## src/rtl/sm_mul_driver.sv

```systemverilog
// Sequencer around the 8-bit sign-magnitude multiplier: buffers operand pairs, runs the bgn/ibus load, returns the 16-bit product.
// Latency: mul_bgn one cycle after the FIFO becomes non-empty; out_valid one cycle after mul_fin.
// Backpressure: in_ready drops when the FIFO is full; a single held result blocks new operations until consumed.
module sm_mul_driver #(
    parameter int DEPTH   = 2,
    parameter int TIMEOUT = 31
) (
    input  logic        clk,
    input  logic        rst_b,
    input  logic        in_valid,
    output logic        in_ready,
    input  logic [7:0]  in_x,
    input  logic [7:0]  in_y,
    output logic        out_valid,
    input  logic        out_ready,
    output logic [15:0] out_p,
    output logic        busy,
    output logic        err,
    output logic        mul_bgn,
    output logic [7:0]  mul_ibus,
    input  logic [7:0]  mul_obus,
    input  logic        mul_fin
);
    localparam int AW = $clog2(DEPTH);
    localparam int CW = $clog2(DEPTH) + 1;
    localparam int TW = (TIMEOUT > 0) ? $clog2(TIMEOUT + 1) : 1;
    localparam logic [TW-1:0] TO_LAST  = TW'(TIMEOUT);
    localparam logic [CW-1:0] FULL_CNT = CW'(DEPTH);

    typedef enum logic [2:0] {
        S_IDLE,
        S_START,
        S_LDX,
        S_LDY,
        S_RUN
    } state_t;

    // Operand-pair FIFO storage and bookkeeping
    logic [7:0]    r_fx [DEPTH];
    logic [7:0]    r_fy [DEPTH];
    logic [AW-1:0] r_wptr;
    logic [AW-1:0] r_rptr;
    logic [CW-1:0] r_cnt;

    // Sequencer state and registered outputs
    state_t        r_state;
    logic [7:0]    r_opx;
    logic [7:0]    r_opy;
    logic [7:0]    r_lo;
    logic [TW-1:0] r_tcnt;
    logic          r_bgn;
    logic [7:0]    r_ibus;
    logic          r_out_valid;
    logic [15:0]   r_out_p;
    logic          r_err;

    logic w_full;
    logic w_empty;
    logic w_push;
    logic w_pop;

    assign w_full  = (r_cnt == FULL_CNT);
    assign w_empty = (r_cnt == '0);
    assign w_push  = in_valid & ~w_full;
    // A pair leaves the FIFO only as the sequencer launches it, and never while a result is still held
    assign w_pop   = (r_state == S_IDLE) & ~w_empty & ~r_out_valid;

    assign in_ready  = ~w_full;
    assign out_valid = r_out_valid;
    assign out_p     = r_out_p;
    assign busy      = (r_state != S_IDLE);
    assign err       = r_err;
    assign mul_bgn   = r_bgn;
    assign mul_ibus  = r_ibus;

    // FIFO data array: written on accept, contents need no reset
    always_ff @(posedge clk) begin
        if (w_push) begin
            r_fx[r_wptr] <= in_x;
            r_fy[r_wptr] <= in_y;
        end
    end

    // FIFO pointers and occupancy count; pointers wrap naturally since DEPTH is a power of two
    always_ff @(posedge clk or negedge rst_b) begin
        if (!rst_b) begin
            r_wptr <= '0;
            r_rptr <= '0;
            r_cnt  <= '0;
        end else begin
            if (w_push) r_wptr <= r_wptr + AW'(1);
            if (w_pop)  r_rptr <= r_rptr + AW'(1);
            if (w_push && !w_pop)      r_cnt <= r_cnt + CW'(1);
            else if (!w_push && w_pop) r_cnt <= r_cnt - CW'(1);
        end
    end

    // Multiplier load/capture sequencer with result holding register and sticky timeout flag
    always_ff @(posedge clk or negedge rst_b) begin
        if (!rst_b) begin
            r_state     <= S_IDLE;
            r_opx       <= '0;
            r_opy       <= '0;
            r_lo        <= '0;
            r_tcnt      <= '0;
            r_bgn       <= 1'b0;
            r_ibus      <= '0;
            r_out_valid <= 1'b0;
            r_out_p     <= '0;
            r_err       <= 1'b0;
        end else begin
            if (r_out_valid && out_ready) r_out_valid <= 1'b0;
            case (r_state)
                S_IDLE: begin
                    r_ibus <= '0;
                    if (w_pop) begin
                        r_opx   <= r_fx[r_rptr];
                        r_opy   <= r_fy[r_rptr];
                        r_bgn   <= 1'b1;
                        r_state <= S_START;
                    end
                end
                S_START: begin
                    r_bgn   <= 1'b0;
                    r_ibus  <= r_opx;
                    r_state <= S_LDX;
                end
                S_LDX: begin
                    r_ibus  <= r_opy;
                    r_state <= S_LDY;
                end
                S_LDY: begin
                    r_ibus  <= '0;
                    r_tcnt  <= '0;
                    r_state <= S_RUN;
                end
                S_RUN: begin
                    // High byte arrives the cycle before fin, so the last capture is the high byte
                    r_lo <= mul_obus;
                    if (mul_fin) begin
                        r_out_p     <= {r_lo, mul_obus};
                        r_out_valid <= 1'b1;
                        r_state     <= S_IDLE;
                    end else if (r_tcnt == TO_LAST) begin
                        r_err   <= 1'b1;
                        r_state <= S_IDLE;
                    end else begin
                        r_tcnt <= r_tcnt + TW'(1);
                    end
                end
                default: begin
                    r_bgn   <= 1'b0;
                    r_ibus  <= '0;
                    r_state <= S_IDLE;
                end
            endcase
        end
    end
endmodule

```

## config.mk

```make
export PLATFORM = sky130hd
export DESIGN_NAME = sm_mul_driver
export DESIGN_NICKNAME = d
export VERILOG_FILES = /design/src/rtl/sm_mul_driver.sv
export SDC_FILE = /design/constraint.sdc
export NUM_CORES = 1
export LEC_CHECK = 0
export BUFFER_PORTS_ARGS = -buffer_cell sky130_fd_sc_hd__buf_2
export CELL_PAD_IN_SITES_DETAIL_PLACEMENT = 1
export CELL_PAD_IN_SITES_GLOBAL_PLACEMENT = 1
export CORE_UTILIZATION = 40
export CTS_CLUSTER_DIAMETER = 80
export DETAILED_ROUTE_END_ITERATION = 12
export PLACE_DENSITY_LB_ADDON = 0.25
export SLEW_MARGIN = 10
export SYNTH_ARGS = -nofsm -noshare
export SYNTH_HDL_FRONTEND = slang
export SYNTH_SLANG_ARGS = --single-unit
```

## constraint.sdc

```tcl
create_clock -name clk -period 3.2 [get_ports clk]
set_input_delay 0.48 -clock clk [delete_from_list [all_inputs] [get_ports clk]]
set_output_delay 0.48 -clock clk [all_outputs]
set_load 0.02 [all_outputs]
```

==> qor.csv <==
stage,metric,value,unit
logic_synthesis,number of distinct library cells after synthesis,42,
logic_synthesis,number of synthesized flops with an enable pin,32,
clocking,clock sink count,95,
logic_synthesis,Yosys top cell by area,dfrtp_1,
detailed_routing,vias after detailed routing,2205,
place,Area after DPL,4114,um^2
pwr,Pleak,1.899,nW
clocking,"Clk pin slew, worst setup/hold paths",0.09,ns
logic_synthesis,post-synthesis async set-or-reset flop share,0.6632,
logic_synthesis,Synth Net Count,286,
worst_setup_path,Critical Path Max Stage Delay,0.53,ns
clocking,Hold Buf Count CTS,0,
place,Final Wtd Congestion,0.7689,
pwr,Cell Pwr Density,979.0,nW/um^2
pwr,P_sw,1.512,mW
grt,first-pass GRT wire length,11650,um
cells_and_area,diode count,0,
clocking,Max H-tree Level,3,
clocking,Skew-Pair Late Insertion Delay,0.36,ns
clocking,Bufs on Longest Clock Path,2,
grt,largest net degree at the start of global routing,64,
worst_setup_path,critical path's top delay family,flip-flops,
pwr,"IR drop worst, VDD",0.0003431,V
logic_synthesis,complex-gate fraction of the synthesized area,0.09836,
detailed_routing,DRC,6,
logic_synthesis,ys flop type,dfrtp_1,
worst_setup_path,CP Max Fanout,17,
cells_and_area,share of layout cells above drive strength 1,0.3292,
pwr,switching part of the total,0.3589,
pwr,clock network fraction of total power,0.184,
die,# IOs,58,
die,Initial Util,0.4192,
detailed_routing,antenna-violating nets left,0,
die,Core ar.,8891,um^2
place,DPL Wire Length,4769,um
die,Die X-Extent,98.53,um
outcome,status,"finished, violations left",
clocking,CTS tree,built,
logic_synthesis,Post-Synth XOR/XNOR Area,0.01175,
logic_synthesis,post-synthesis mux area share,0.1255,
worst_setup_path,CP Data Required Time,2.72,ns
logic_synthesis,"top cells by area, synth","dfrtp_1 (42%), edfxtp_1 (26%), o21ai_0 (5.4%), mux2i_1 (4.3%), mux2_2 (4.2%)",
logic_synthesis,top cell type's share of synthesized area,0.4230,
pwr,Comb power frac,0.333,
sta,Clock Skews,0.01253,ns
flow_run,max-cap violations,0,
pwr,Flop pwr share,0.483,
cells_and_area,Post-layout nets,346,
grt,Global Route Usage Sum,0.1564,
cells_and_area,design area,4304,um^2
worst_setup_path,CP Capture Type,primary output,
die,die height,98.53,um
logic_synthesis,main combinational cell family by area after synthesis,multiplexers,
outcome,failing checks,design-rule violations,
sta,Final Cycle Share,0.6985,
logic_synthesis,Yosys warning count,0,
detailed_routing,Routed WL per cell,16.10,um
sta,Final setup viols,0,
detailed_routing,TritonRoute pass-1 iters,10,
grt,initial antenna violation count,0,
logic_synthesis,simple-gate portion of the synthesized area,0.04901,
sta,Tmin final,2.235,ns
grt,vias in the first global route,2321,
clocking,setup bufs post-CTS,0,
clocking,Num CTS Buffers,9,
logic_synthesis,most common cell in the netlist,dfrtp_1,
logic_synthesis,Post-synth top cells,"dfrtp_1 (63), o21ai_0 (40), edfxtp_1 (32)",
logic_synthesis,Synth Area per Inst,14.67,um^2
sta,"Slew Viols, Final",0,
sta,final hold vios,0,
sta,Fin Hold WS,0.2700,ns
logic_synthesis,Seq cells post-synth,95,
clocking,# resized after CTS,0,
detailed_routing,WL final,6876,um
place,# port buffers,57,
worst_setup_path,worst reg2reg startpoint,r_state[2],
worst_setup_path,Crit-path slowest cell,dfrtp_1,
worst_setup_path,WP data arrival,1.76,ns
logic_synthesis,"Seq/Total Area, Yosys",0.6808,
detailed_routing,DR vias/cell,5.164,
sta,Max-Slew Margin vs Limit,0.3415,
worst_setup_path,worst path cell trace,nor3_1 > inv_1 > buf_2,
die,die area,9708,um^2
logic_synthesis,Synth Instances,254,
worst_setup_path,"Buf+Inv Stages, Crit Path",2,
min_path,Hold Path Class,input pin to asynchronous set/reset pin,
worst_setup_path,crit path launch,r_state[2],
worst_setup_path,critical setup path kind,flop to primary output,
sta,slew at the pin closest to its max-slew limit,0.9856,ns
worst_setup_path,crit start category,flop,
pwr,total power,4.214,mW
clocking,Root Buffer,clkbuf_8,
detailed_routing,Initial DRC Count,66,
logic_synthesis,Synth Area in Adders,0.01007,
logic_synthesis,Mapped Area,3727,um^2
sta,Fmax,447.4,MHz
sta,unrepaired setup endpoints after global routing,false,
sta,setup_tns,0,ns
cells_and_area,Area Growth Syn to Fin,15.48,%
pwr,Internal Power,2.701,mW
grt,remaining global-route overflow,0,
die,FP Rows,34,
## per-stage QoR
step	util	setup WS, ns	cells
4_1_cts	0.4841	0.9163	427
5_1_grt	0.4841	0.7717	427
6_report	0.4841	0.9649	427
2_1_floorplan	-	1.292	254
3_5_place_dp	0.4627	1.033	411
3_3_place_gp	0.4627	1.161	411
## metal layers
layer  up-vias  routed length, um  global-route usage
li1       1045                  -                   -
met1      1096               3094              0.1964
met2        56               3408              0.2573
met3         8                290             0.05035
met4         0                 82             0.05166
met5         -                  0                   0
## power groups by stage
| stage | clock network (mW) | logic, mW | registers [mW] |
|---|---|---|---|
| finish | 0.776 | 1.40 | 2.04 |
| global placement | 0 | 1.38 | 2.05 |
| detailed placement | 0 | 1.43 | 2.07 |
| global route | 0.844 | 1.57 | 2.10 |
| CTS | 0.797 | 1.44 | 2.05 |
| floorplan | 0 | 0.932 | 2.10 |
## cell usage in the layout (no fill, tap or decap), types with 2 or more instances in the layout
cell type / synthesis / layout
a22oi_1: 8 / 8
a32o_1: 2 / 2
and3_1: 2 / 2
buf_2: 6 / 57
buf_4: 0 / 4
clkbuf_1: 5 / 2
clkbuf_8: 0 / 9
clkinvlp_4: 0 / 2
dfrtp_1: 63 / 63
edfxtp_1: 32 / 32
ha_1: 3 / 3
inv_1: 6 / 6
mux2_2: 14 / 14
mux2_4: 10 / 10
mux2i_1: 16 / 16
nand2_1: 10 / 10
nor2_1: 4 / 4
nor3_1: 3 / 3
o21ai_0: 40 / 40
o21ba_2: 2 / 2
xnor2_1: 3 / 3
xor2_1: 2 / 2
## kinds of logic after synthesis
group / count (synthesis)
flops: 95
buf+inv: 18
mux: 40
simple gates: 32
fa+ha+maj: 3
compound gates: 61
xor+xnor: 5
## final cells by class
class	count	area [um^2]
clock inverters	5	58.81
flip-flops and latches	95	2537
inverters	6	22.52
fillers	919	4587
clock buffers	11	131.4
multi-input cells	141	1104
well taps	108	135.1
repair buffers	61	315.3
## flip-flops by register name (all words and copies together), names as in the netlist
register,cells
mul_ibus,8
out_valid,1
r_lo,8
r_cnt,2
r_fy,16
r_fx,16
mul_bgn,1
r_rptr,1
r_tcnt,5
out_p,16
r_opy,8
err,1
r_state,3
r_wptr,1
r_opx,8
## worst paths after layout
check	endpoint	slack, ns	cells after the start
hold reg to reg	mul_ibus[3]	0.48	2
setup / recovery	busy	0.96	3
min in group clk	r_fx[0][2]	0.30	1
max in group asynchronous	r_lo[0]	2.37	2
setup reg to reg	r_cnt[1]	1.10	6
hold / removal	err	0.27	2
## worst reg2reg max path, stage by stage, from the launching register on
cell and delay (ns):
dfrtp_1 0.53, nor3_1 0.35, nand2_1 0.40, ha_1 0.34, xor2_1 0.14, nor2_1 0.12, xor2_1 0.17
Note: power is estimated with default switching activity, not from simulation.
